## src/rtl/ysyx_22050078_lsu_if.sv

```systemverilog
// Bundles the execute-side handshake, the write-back handshake and the data-memory port of the LSU.
// The master modport is the LSU's view; the slave modport is its environment's view.
interface ysyx_22050078_lsu_if #(
  parameter int CPU_WIDTH = 64,
  parameter int OPT_WIDTH = 4
) ();
  logic                   i_valid;
  logic                   o_ready;
  logic [CPU_WIDTH-1:0]   i_exu_res;
  logic [CPU_WIDTH-1:0]   i_rs2_data;
  logic [OPT_WIDTH-1:0]   i_lsu_opt;
  logic                   o_valid;
  logic                   i_ready;
  logic [CPU_WIDTH-1:0]   o_lsu_res;
  logic                   o_misalign;
  logic                   o_mem_req;
  logic                   o_mem_we;
  logic [CPU_WIDTH-1:0]   o_mem_addr;
  logic [CPU_WIDTH-1:0]   o_mem_wdata;
  logic [CPU_WIDTH/8-1:0] o_mem_wmask;
  logic                   i_mem_gnt;
  logic                   i_mem_rvalid;
  logic [CPU_WIDTH-1:0]   i_mem_rdata;

  modport master (
    input  i_valid, i_exu_res, i_rs2_data, i_lsu_opt, i_ready,
           i_mem_gnt, i_mem_rvalid, i_mem_rdata,
    output o_ready, o_valid, o_lsu_res, o_misalign,
           o_mem_req, o_mem_we, o_mem_addr, o_mem_wdata, o_mem_wmask
  );

  modport slave (
    output i_valid, i_exu_res, i_rs2_data, i_lsu_opt, i_ready,
           i_mem_gnt, i_mem_rvalid, i_mem_rdata,
    input  o_ready, o_valid, o_lsu_res, o_misalign,
           o_mem_req, o_mem_we, o_mem_addr, o_mem_wdata, o_mem_wmask
  );
endinterface

```

## src/rtl/ysyx_22050078_lsu.sv

```systemverilog
// Multi-cycle load/store unit: one outstanding operation, request/grant/response on the memory port,
// lane-shifted stores and aligned, sign/zero-extended loads presented to write-back.
module ysyx_22050078_lsu #(
  parameter int CPU_WIDTH = 64,
  parameter int OPT_WIDTH = 4
) (
  input  logic                  i_clk,
  input  logic                  i_rst_n,
  ysyx_22050078_lsu_if.master   bus
);

  typedef enum logic [1:0] {
    S_IDLE = 2'd0,
    S_REQ  = 2'd1,
    S_WAIT = 2'd2,
    S_RESP = 2'd3
  } state_t;

  state_t                 state_q, state_d;
  logic [OPT_WIDTH-1:0]   opt_q, opt_d;
  logic [2:0]             off_q, off_d;
  logic [CPU_WIDTH-1:0]   addr_q, addr_d;
  logic [CPU_WIDTH-1:0]   wdata_q, wdata_d;
  logic [7:0]             wmask_q, wmask_d;
  logic                   we_q, we_d;
  logic [CPU_WIDTH-1:0]   res_q, res_d;
  logic                   mis_q, mis_d;

  logic                   in_load_s, in_store_s, in_mis_s;
  logic [1:0]             in_size_s;
  logic [2:0]             in_off_s, size_mask_s;
  logic [7:0]             base_mask_s;

  function automatic logic [CPU_WIDTH-1:0] load_ext(input logic [OPT_WIDTH-1:0] opt,
                                                    input logic [2:0] off,
                                                    input logic [CPU_WIDTH-1:0] rdata);
    logic [CPU_WIDTH-1:0] sh;
    sh = rdata >> {off, 3'b000};
    case (opt)
      4'd1:    load_ext = {{(CPU_WIDTH-8){sh[7]}}, sh[7:0]};
      4'd2:    load_ext = {{(CPU_WIDTH-16){sh[15]}}, sh[15:0]};
      4'd3:    load_ext = {{(CPU_WIDTH-32){sh[31]}}, sh[31:0]};
      4'd5:    load_ext = {{(CPU_WIDTH-8){1'b0}}, sh[7:0]};
      4'd6:    load_ext = {{(CPU_WIDTH-16){1'b0}}, sh[15:0]};
      4'd7:    load_ext = {{(CPU_WIDTH-32){1'b0}}, sh[31:0]};
      default: load_ext = sh;
    endcase
  endfunction

  // Decode the incoming opcode: kind, access size and natural-alignment check.
  always_comb begin
    in_load_s  = 1'b0;
    in_store_s = 1'b0;
    in_size_s  = 2'd0;
    case (bus.i_lsu_opt)
      4'd1, 4'd5: begin in_load_s = 1'b1; in_size_s = 2'd0; end
      4'd2, 4'd6: begin in_load_s = 1'b1; in_size_s = 2'd1; end
      4'd3, 4'd7: begin in_load_s = 1'b1; in_size_s = 2'd2; end
      4'd4:       begin in_load_s = 1'b1; in_size_s = 2'd3; end
      4'd8:       begin in_store_s = 1'b1; in_size_s = 2'd0; end
      4'd9:       begin in_store_s = 1'b1; in_size_s = 2'd1; end
      4'd10:      begin in_store_s = 1'b1; in_size_s = 2'd2; end
      4'd11:      begin in_store_s = 1'b1; in_size_s = 2'd3; end
      default:    begin in_load_s = 1'b0; in_store_s = 1'b0; end
    endcase
    case (in_size_s)
      2'd0:    begin size_mask_s = 3'b000; base_mask_s = 8'h01; end
      2'd1:    begin size_mask_s = 3'b001; base_mask_s = 8'h03; end
      2'd2:    begin size_mask_s = 3'b011; base_mask_s = 8'h0F; end
      default: begin size_mask_s = 3'b111; base_mask_s = 8'hFF; end
    endcase
    in_off_s = bus.i_exu_res[2:0];
    in_mis_s = (in_load_s | in_store_s) & (|(in_off_s & size_mask_s));
  end

  // State register.
  always_ff @(posedge i_clk or negedge i_rst_n) begin
    if (!i_rst_n) begin
      state_q <= S_IDLE;
    end else begin
      state_q <= state_d;
    end
  end

  // Next-state logic; gnt and rvalid only matter in the state that waits for them.
  always_comb begin
    state_d = state_q;
    case (state_q)
      S_IDLE: begin
        if (bus.i_valid) begin
          state_d = ((in_load_s | in_store_s) && !in_mis_s) ? S_REQ : S_RESP;
        end else begin
          state_d = S_IDLE;
        end
      end
      S_REQ: begin
        if (bus.i_mem_gnt) begin
          state_d = we_q ? S_RESP : S_WAIT;
        end else begin
          state_d = S_REQ;
        end
      end
      S_WAIT: begin
        if (bus.i_mem_rvalid) begin
          state_d = S_RESP;
        end else begin
          state_d = S_WAIT;
        end
      end
      S_RESP: begin
        if (bus.i_ready) begin
          state_d = S_IDLE;
        end else begin
          state_d = S_RESP;
        end
      end
      default: state_d = S_IDLE;
    endcase
  end

  // Datapath next values: capture at accept, load result at rvalid, otherwise hold.
  always_comb begin
    opt_d   = opt_q;
    off_d   = off_q;
    addr_d  = addr_q;
    wdata_d = wdata_q;
    wmask_d = wmask_q;
    we_d    = we_q;
    res_d   = res_q;
    mis_d   = mis_q;
    case (state_q)
      S_IDLE: begin
        if (bus.i_valid) begin
          opt_d   = bus.i_lsu_opt;
          off_d   = in_off_s;
          addr_d  = {bus.i_exu_res[CPU_WIDTH-1:3], 3'b000};
          wdata_d = bus.i_rs2_data << {in_off_s, 3'b000};
          wmask_d = in_store_s ? (base_mask_s << in_off_s) : 8'h00;
          we_d    = in_store_s;
          mis_d   = in_mis_s;
          res_d   = (in_load_s | in_store_s) ? {CPU_WIDTH{1'b0}} : bus.i_exu_res;
        end else begin
          opt_d = opt_q;
        end
      end
      S_WAIT: begin
        if (bus.i_mem_rvalid) begin
          res_d = load_ext(opt_q, off_q, bus.i_mem_rdata);
        end else begin
          res_d = res_q;
        end
      end
      default: begin
        res_d = res_q;
      end
    endcase
  end

  // Datapath registers.
  always_ff @(posedge i_clk or negedge i_rst_n) begin
    if (!i_rst_n) begin
      opt_q   <= {OPT_WIDTH{1'b0}};
      off_q   <= 3'd0;
      addr_q  <= {CPU_WIDTH{1'b0}};
      wdata_q <= {CPU_WIDTH{1'b0}};
      wmask_q <= 8'h00;
      we_q    <= 1'b0;
      res_q   <= {CPU_WIDTH{1'b0}};
      mis_q   <= 1'b0;
    end else begin
      opt_q   <= opt_d;
      off_q   <= off_d;
      addr_q  <= addr_d;
      wdata_q <= wdata_d;
      wmask_q <= wmask_d;
      we_q    <= we_d;
      res_q   <= res_d;
      mis_q   <= mis_d;
    end
  end

  // Outputs come straight from registered state and datapath.
  always_comb begin
    bus.o_ready     = (state_q == S_IDLE);
    bus.o_mem_req   = (state_q == S_REQ);
    bus.o_valid     = (state_q == S_RESP);
    bus.o_mem_we    = we_q;
    bus.o_mem_addr  = addr_q;
    bus.o_mem_wdata = wdata_q;
    bus.o_mem_wmask = wmask_q;
    bus.o_lsu_res   = res_q;
    bus.o_misalign  = mis_q;
  end

endmodule

```

## src/flat_wrapper.sv

```systemverilog
// flat-port wrapper written by rule: the top's interface ports become plain ports
module ysyx_22050078_lsu_flat 
#(
  parameter int CPU_WIDTH = 64,
  parameter int OPT_WIDTH = 4
)
  (i_clk, i_rst_n, bus_i_valid, bus_i_exu_res, bus_i_rs2_data, bus_i_lsu_opt, bus_i_ready, bus_i_mem_gnt, bus_i_mem_rvalid, bus_i_mem_rdata, bus_o_ready, bus_o_valid, bus_o_lsu_res, bus_o_misalign, bus_o_mem_req, bus_o_mem_we, bus_o_mem_addr, bus_o_mem_wdata, bus_o_mem_wmask);
  ysyx_22050078_lsu_if #(.CPU_WIDTH(CPU_WIDTH), .OPT_WIDTH(OPT_WIDTH)) bus_i ();
  input  logic i_clk;
  input  logic i_rst_n;
  input wire logic [$bits(bus_i.i_valid)-1:0] bus_i_valid;
  input wire logic [$bits(bus_i.i_exu_res)-1:0] bus_i_exu_res;
  input wire logic [$bits(bus_i.i_rs2_data)-1:0] bus_i_rs2_data;
  input wire logic [$bits(bus_i.i_lsu_opt)-1:0] bus_i_lsu_opt;
  input wire logic [$bits(bus_i.i_ready)-1:0] bus_i_ready;
  input wire logic [$bits(bus_i.i_mem_gnt)-1:0] bus_i_mem_gnt;
  input wire logic [$bits(bus_i.i_mem_rvalid)-1:0] bus_i_mem_rvalid;
  input wire logic [$bits(bus_i.i_mem_rdata)-1:0] bus_i_mem_rdata;
  output wire logic [$bits(bus_i.o_ready)-1:0] bus_o_ready;
  output wire logic [$bits(bus_i.o_valid)-1:0] bus_o_valid;
  output wire logic [$bits(bus_i.o_lsu_res)-1:0] bus_o_lsu_res;
  output wire logic [$bits(bus_i.o_misalign)-1:0] bus_o_misalign;
  output wire logic [$bits(bus_i.o_mem_req)-1:0] bus_o_mem_req;
  output wire logic [$bits(bus_i.o_mem_we)-1:0] bus_o_mem_we;
  output wire logic [$bits(bus_i.o_mem_addr)-1:0] bus_o_mem_addr;
  output wire logic [$bits(bus_i.o_mem_wdata)-1:0] bus_o_mem_wdata;
  output wire logic [$bits(bus_i.o_mem_wmask)-1:0] bus_o_mem_wmask;
  assign bus_i.i_valid = bus_i_valid;
  assign bus_i.i_exu_res = bus_i_exu_res;
  assign bus_i.i_rs2_data = bus_i_rs2_data;
  assign bus_i.i_lsu_opt = bus_i_lsu_opt;
  assign bus_i.i_ready = bus_i_ready;
  assign bus_i.i_mem_gnt = bus_i_mem_gnt;
  assign bus_i.i_mem_rvalid = bus_i_mem_rvalid;
  assign bus_i.i_mem_rdata = bus_i_mem_rdata;
  assign bus_o_ready = bus_i.o_ready;
  assign bus_o_valid = bus_i.o_valid;
  assign bus_o_lsu_res = bus_i.o_lsu_res;
  assign bus_o_misalign = bus_i.o_misalign;
  assign bus_o_mem_req = bus_i.o_mem_req;
  assign bus_o_mem_we = bus_i.o_mem_we;
  assign bus_o_mem_addr = bus_i.o_mem_addr;
  assign bus_o_mem_wdata = bus_i.o_mem_wdata;
  assign bus_o_mem_wmask = bus_i.o_mem_wmask;
  ysyx_22050078_lsu #(.CPU_WIDTH(CPU_WIDTH), .OPT_WIDTH(OPT_WIDTH)) u_core (.i_clk(i_clk), .i_rst_n(i_rst_n), .bus(bus_i));
endmodule
```

## config.mk

```make
export PLATFORM = sky130hd
export DESIGN_NAME = ysyx_22050078_lsu_flat
export DESIGN_NICKNAME = d
export VERILOG_FILES = /design/src/rtl/ysyx_22050078_lsu_if.sv /design/src/rtl/ysyx_22050078_lsu.sv /design/src/flat_wrapper.sv
export SDC_FILE = /design/constraint.sdc
export NUM_CORES = 1
export LEC_CHECK = 0
export CORE_MARGIN = 2
export CORE_UTILIZATION = 47
export CTS_CLUSTER_DIAMETER = 40
export DETAILED_ROUTE_END_ITERATION = 8
export PLACE_DENSITY = 0.82
export SLEW_MARGIN = 40
export SYNTH_ARGS = -nofsm -noshare
export SYNTH_HDL_FRONTEND = slang
export SYNTH_SLANG_ARGS = --single-unit
```

## constraint.sdc

```tcl
create_clock -name i_clk -period 2.7 [get_ports i_clk]
set_clock_uncertainty 0.15 [all_clocks]
set_input_delay 0.405 -clock i_clk [delete_from_list [all_inputs] [get_ports i_clk]]
set_output_delay 0.405 -clock i_clk [all_outputs]
set_load 0.1 [all_outputs]
```

==> impl_metrics.prom <==
# TYPE chip_impl_metric gauge
chip_impl_metric{name="final.hold.worst_slack",unit="ns"} 0.274
chip_impl_info{name="r2r-end",value="u_core.bus.o_lsu_res[36]"} 1
chip_impl_metric{name="post_drt_via_cell_ratio",unit=""} 6.01
chip_impl_metric{name="preCtsSetupSlack",unit="ns"} -0.0818
chip_impl_metric{name="gr-usage-all-layers",unit="%"} 33.5
chip_impl_metric{name="post_synth_edffs",unit=""} 0
chip_impl_metric{name="cell_area_after_technology_mapping",unit="sq um"} 12100
chip_impl_metric{name="report.final.hold_viol_count",unit=""} 0
chip_impl_metric{name="arrival",unit="ns"} 2.83
chip_impl_metric{name="grt_first_pass_wirelength",unit="microns"} 70200
chip_impl_metric{name="gp_congestion",unit=""} 0.984
chip_impl_metric{name="ys_seq_elements",unit=""} 208
chip_impl_metric{name="slew_headroom",unit="%"} 51.7
chip_impl_metric{name="floorplan.die.width",unit="microns"} 165
chip_impl_metric{name="syn_to_final_growth",unit="%"} 44.5
chip_impl_metric{name="die_h",unit="microns"} 165
chip_impl_info{name="worst_setup_path_start_kind",value="flop"} 1
chip_impl_metric{name="ys_async_sr_fraction",unit="%"} 100
chip_impl_metric{name="core",unit="sq um"} 25300
chip_impl_info{name="hp_class",value="in2reg"} 1
chip_impl_metric{name="cts.reportedPaths.clkPinSlew",unit="ns"} 0.05
chip_impl_metric{name="numCtsBuffers",unit=""} 37
chip_impl_metric{name="timing_worst_slew_pin_value",unit="ns"} 0.720
chip_impl_info{name="critical-path-slowest-cell",value="sky130_fd_sc_hd__dfrtp_2"} 1
chip_impl_metric{name="post_synth_inst_count",unit=""} 1310
chip_impl_metric{name="synth_compound_area_share",unit="%"} 21.3
chip_impl_metric{name="timing.final.max_slew_violations",unit=""} 0
chip_impl_metric{name="worst_r2r_path_depth",unit=""} 7
chip_impl_metric{name="syn_avg_cell_area",unit="sq um"} 9.26
chip_impl_info{name="worstPathCellList",value="buf_4 > buf_4 > mux2i_1 > mux2i_1 > nand2_1 > a41oi_1 > a221o_1"} 1
chip_impl_metric{name="finalWirelength",unit="microns"} 46500
chip_impl_metric{name="grt_pass1_vias",unit=""} 12000
chip_impl_metric{name="r2r_setup_slack",unit="ns"} 0.09
chip_impl_metric{name="number_of_nets_in_the_layout",unit=""} 1893
chip_impl_metric{name="finalWorstSetupSlack",unit="ns"} 0.0925
chip_impl_metric{name="synthAdderAreaFrac",unit="%"} 0
chip_impl_metric{name="grt_antenna_before_repair",unit=""} 7
chip_impl_metric{name="yosys_warnings",unit=""} 0
chip_impl_metric{name="netlist-cell-type-count",unit=""} 58
chip_impl_info{name="synth_ff_type",value="sky130_fd_sc_hd__dfrtp_1"} 1
chip_impl_info{name="r2r-start",value="u_core.off_q[1]"} 1
chip_impl_metric{name="cts_hold_buf",unit=""} 1
chip_impl_info{name="synth_top_family_by_area",value="compound AO/OA/AOI/OAI gates"} 1
chip_impl_metric{name="wire_per_inst",unit="microns"} 22.6
chip_impl_info{name="rsz0062_at_grt",value="no"} 1
chip_impl_metric{name="post_cts_resized",unit=""} 0
chip_impl_metric{name="worstSkewPairLatency",unit="ns"} 0.51
chip_impl_metric{name="drv_cap",unit=""} 0
chip_impl_metric{name="detailedPlacementHpwl",unit="microns"} 34400
chip_impl_metric{name="cts.sink_count",unit=""} 208
chip_impl_metric{name="global_route.overflow_total",unit=""} 0
chip_impl_metric{name="worstPathRequired",unit="ns"} 2.92
chip_impl_metric{name="synth.yosys.seq_area_share",unit="%"} 42.9
chip_impl_metric{name="max-clock-path-buffers",unit=""} 3
chip_impl_metric{name="muxShareOfSynthArea",unit="%"} 14.2
chip_impl_metric{name="design.portCount",unit=""} 407
chip_impl_metric{name="setup_viol_count_final",unit=""} 0
chip_impl_metric{name="htree_num_levels",unit=""} 2
chip_impl_metric{name="worstPathMaxFanout",unit=""} 26
chip_impl_metric{name="final.period_utilization",unit="%"} 96.6
chip_impl_metric{name="drt_iter0_markers",unit=""} 1613
chip_impl_metric{name="yosys.area_share.simple",unit="%"} 16.7
chip_impl_metric{name="drive_gt1_share",unit="%"} 23.9
chip_impl_metric{name="floorplan.rows",unit=""} 58
chip_impl_metric{name="design.die.area",unit="sq um"} 27100
chip_impl_info{name="cts_tree",value="built"} 1
chip_impl_metric{name="buffer_ports.inserted",unit=""} 403
chip_impl_metric{name="route.vias.total",unit=""} 12400
chip_impl_info{name="cts_root_buffer",value="sky130_fd_sc_hd__clkbuf_16"} 1
chip_impl_metric{name="antenna_violating_nets_post_route",unit=""} 0
chip_impl_info{name="timing.setup.critical_path_class",value="reg2reg"} 1
chip_impl_metric{name="post-cts-setup-buffer-count",unit=""} 0
chip_impl_metric{name="whs_path_depth",unit=""} 3
chip_impl_metric{name="period_needed",unit="ns"} 2.61
chip_impl_metric{name="worst_path_largest_cell_delay",unit="ns"} 0.52
chip_impl_metric{name="initial_core_util",unit="%"} 48.0
chip_impl_metric{name="dr.pass1.iters",unit=""} 5
chip_impl_info{name="outcome",value="complete, no violations"} 1
chip_impl_metric{name="xor_xnor_cell_area_share_of_the_yosys_netlist",unit="%"} 0.0722
chip_impl_metric{name="grt_start_max_net_pins",unit=""} 67
chip_impl_metric{name="fmaxAchievable",unit="MHz"} 384
chip_impl_info{name="worstHoldStart",value="bus_i_exu_res[2]"} 1
chip_impl_info{name="worst_hold_path.endpoint",value="u_core.bus.o_mem_wdata[62]"} 1
chip_impl_info{name="sort_of_element_at_the_end_of_the_critical_path",value="flop"} 1
chip_impl_metric{name="post_route_drc_violation_count",unit=""} 0
[per-layer routing]
layer  vias up  wire length, microns  GRT usage [%]
met2       728                 21400           50.9
met4         2                  2030           15.3
met3       129                  4660           7.53
met1      5959                 18500           45.8
li1       5544                     -              -
met5         -                    13              0
[worst max-delay path, delay by kind of cell, from the launching register on]
kind / cells / cell delay, ns
buffers and inverters: 2 / 0.70
muxes: 2 / 0.59
DFF: 1 / 0.52
AOI/OAI and AO/OA: 2 / 0.40
and+or+nand+nor: 1 / 0.10
[worst max path at each step]
stage                   startpoint                        to  depth (start not counted)
3_3_place_gp   bus_i_mem_rdata[15]  u_core.bus.o_lsu_res[14]                          7
3_5_place_dp   bus_i_mem_rdata[15]  u_core.bus.o_lsu_res[12]                          7
6_report           u_core.off_q[1]  u_core.bus.o_lsu_res[36]                          7
5_1_grt            u_core.off_q[1]  u_core.bus.o_lsu_res[36]                          7
2_1_floorplan    u_core.state_q[0]         u_core.state_q[1]                          4
4_1_cts            u_core.off_q[1]   u_core.bus.o_lsu_res[5]                          7
[per-stage QoR]
stage	cell area, sq um	instances	util [%]	setup TNS, ns
global route	17500	2055	69.4	0
finish	17500	2057	69.4	0
CTS	17500	2049	69.3	0
floorplan	12100	1312	-	0
global placement	16200	1981	64.2	0
detailed placement	16200	1981	64.2	-0.463
[sequential cells by signal, summed over array words and instances (netlist names)]
name / cells
u_core.bus.o_mem_we: 1
u_core.bus.o_mem_wmask: 8
u_core.bus.o_lsu_res: 64
u_core.bus.o_mem_wdata: 64
u_core.opt_q: 4
u_core.state_q: 2
u_core.bus.o_misalign: 1
u_core.bus.o_mem_addr: 61
u_core.off_q: 3
[cells in the mapped netlist, types with 23 or more instances]
library cell,number,area share (%)
sky130_fd_sc_hd__mux4_2,27,5.0
sky130_fd_sc_hd__nor2_1,53,1.6
sky130_fd_sc_hd__dfrtp_1,208,43
sky130_fd_sc_hd__clkbuf_1,92,2.8
sky130_fd_sc_hd__mux2i_1,85,7.0
sky130_fd_sc_hd__a21oi_1,64,2.6
sky130_fd_sc_hd__a22o_1,35,2.5
sky130_fd_sc_hd__mux2_2,23,2.1
sky130_fd_sc_hd__nand2_1,327,10
sky130_fd_sc_hd__buf_2,24,0.99
sky130_fd_sc_hd__a32oi_1,23,1.7
sky130_fd_sc_hd__o21ai_0,58,2.4
sky130_fd_sc_hd__a41o_1,23,1.9
sky130_fd_sc_hd__nor2b_1,25,1.3
sky130_fd_sc_hd__a211oi_1,35,2.2
sky130_fd_sc_hd__and3_1,24,1.2
[cell type report]
type	count	area, sq um
Tap cell	330	413
Fill cell	1946	7730
Timing Repair Buffer	468	4170
Inverter	11	41.3
Clock inverter	24	273
Multi-Input combinational cell	965	6380
Clock buffer	43	1010
Antenna cell	8	20.0
Sequential cell	208	5210
[logic make-up (layout without fill, tap and decap cells)]
group	count (synthesis)	after routing
muxes	135	135
DFF	208	208
AOI/OAI and AO/OA	350	350
and+or+nand+nor	476	476
buffers and inverters	139	546
other	1	11
xor gates and xnor gates	1	1
[layout by cell type (no fill, tap or decap), types with 5 or more instances in the layout]
master | synthesis | final
sky130_fd_sc_hd__nand2_1 | 327 | 325
sky130_fd_sc_hd__buf_4 | 6 | 254
sky130_fd_sc_hd__dfrtp_1 | 208 | 205
sky130_fd_sc_hd__clkdlybuf4s50_1 | 0 | 197
sky130_fd_sc_hd__mux2i_1 | 85 | 85
sky130_fd_sc_hd__a21oi_1 | 64 | 63
sky130_fd_sc_hd__o21ai_0 | 58 | 58
sky130_fd_sc_hd__nor2_1 | 53 | 51
sky130_fd_sc_hd__clkbuf_16 | 0 | 39
sky130_fd_sc_hd__a211oi_1 | 35 | 35
sky130_fd_sc_hd__a22o_1 | 35 | 35
sky130_fd_sc_hd__mux4_2 | 27 | 27
sky130_fd_sc_hd__nor2b_1 | 25 | 25
sky130_fd_sc_hd__and3_1 | 24 | 24
sky130_fd_sc_hd__mux2_2 | 23 | 23
sky130_fd_sc_hd__a32oi_1 | 23 | 23
sky130_fd_sc_hd__a41o_1 | 23 | 23
sky130_fd_sc_hd__a31oi_1 | 14 | 14
sky130_fd_sc_hd__o211ai_1 | 13 | 13
sky130_fd_sc_hd__buf_12 | 0 | 13
sky130_fd_sc_hd__nand3_1 | 12 | 12
sky130_fd_sc_hd__o221ai_1 | 12 | 12
sky130_fd_sc_hd__inv_1 | 11 | 11
sky130_fd_sc_hd__o21a_1 | 11 | 11
sky130_fd_sc_hd__o2bb2ai_1 | 10 | 10
sky130_fd_sc_hd__o221ai_2 | 10 | 10
sky130_fd_sc_hd__a41oi_1 | 9 | 9
sky130_fd_sc_hd__a221o_1 | 9 | 9
sky130_fd_sc_hd__diode_2 | 0 | 8
sky130_fd_sc_hd__inv_6 | 0 | 7
sky130_fd_sc_hd__nand3b_1 | 6 | 6
sky130_fd_sc_hd__clkinv_2 | 0 | 6
sky130_fd_sc_hd__nor3_1 | 5 | 5
Power is left out: the tool's default activity adds up to more than one toggle a clock period on the data nets, which glitch-free logic cannot reach.
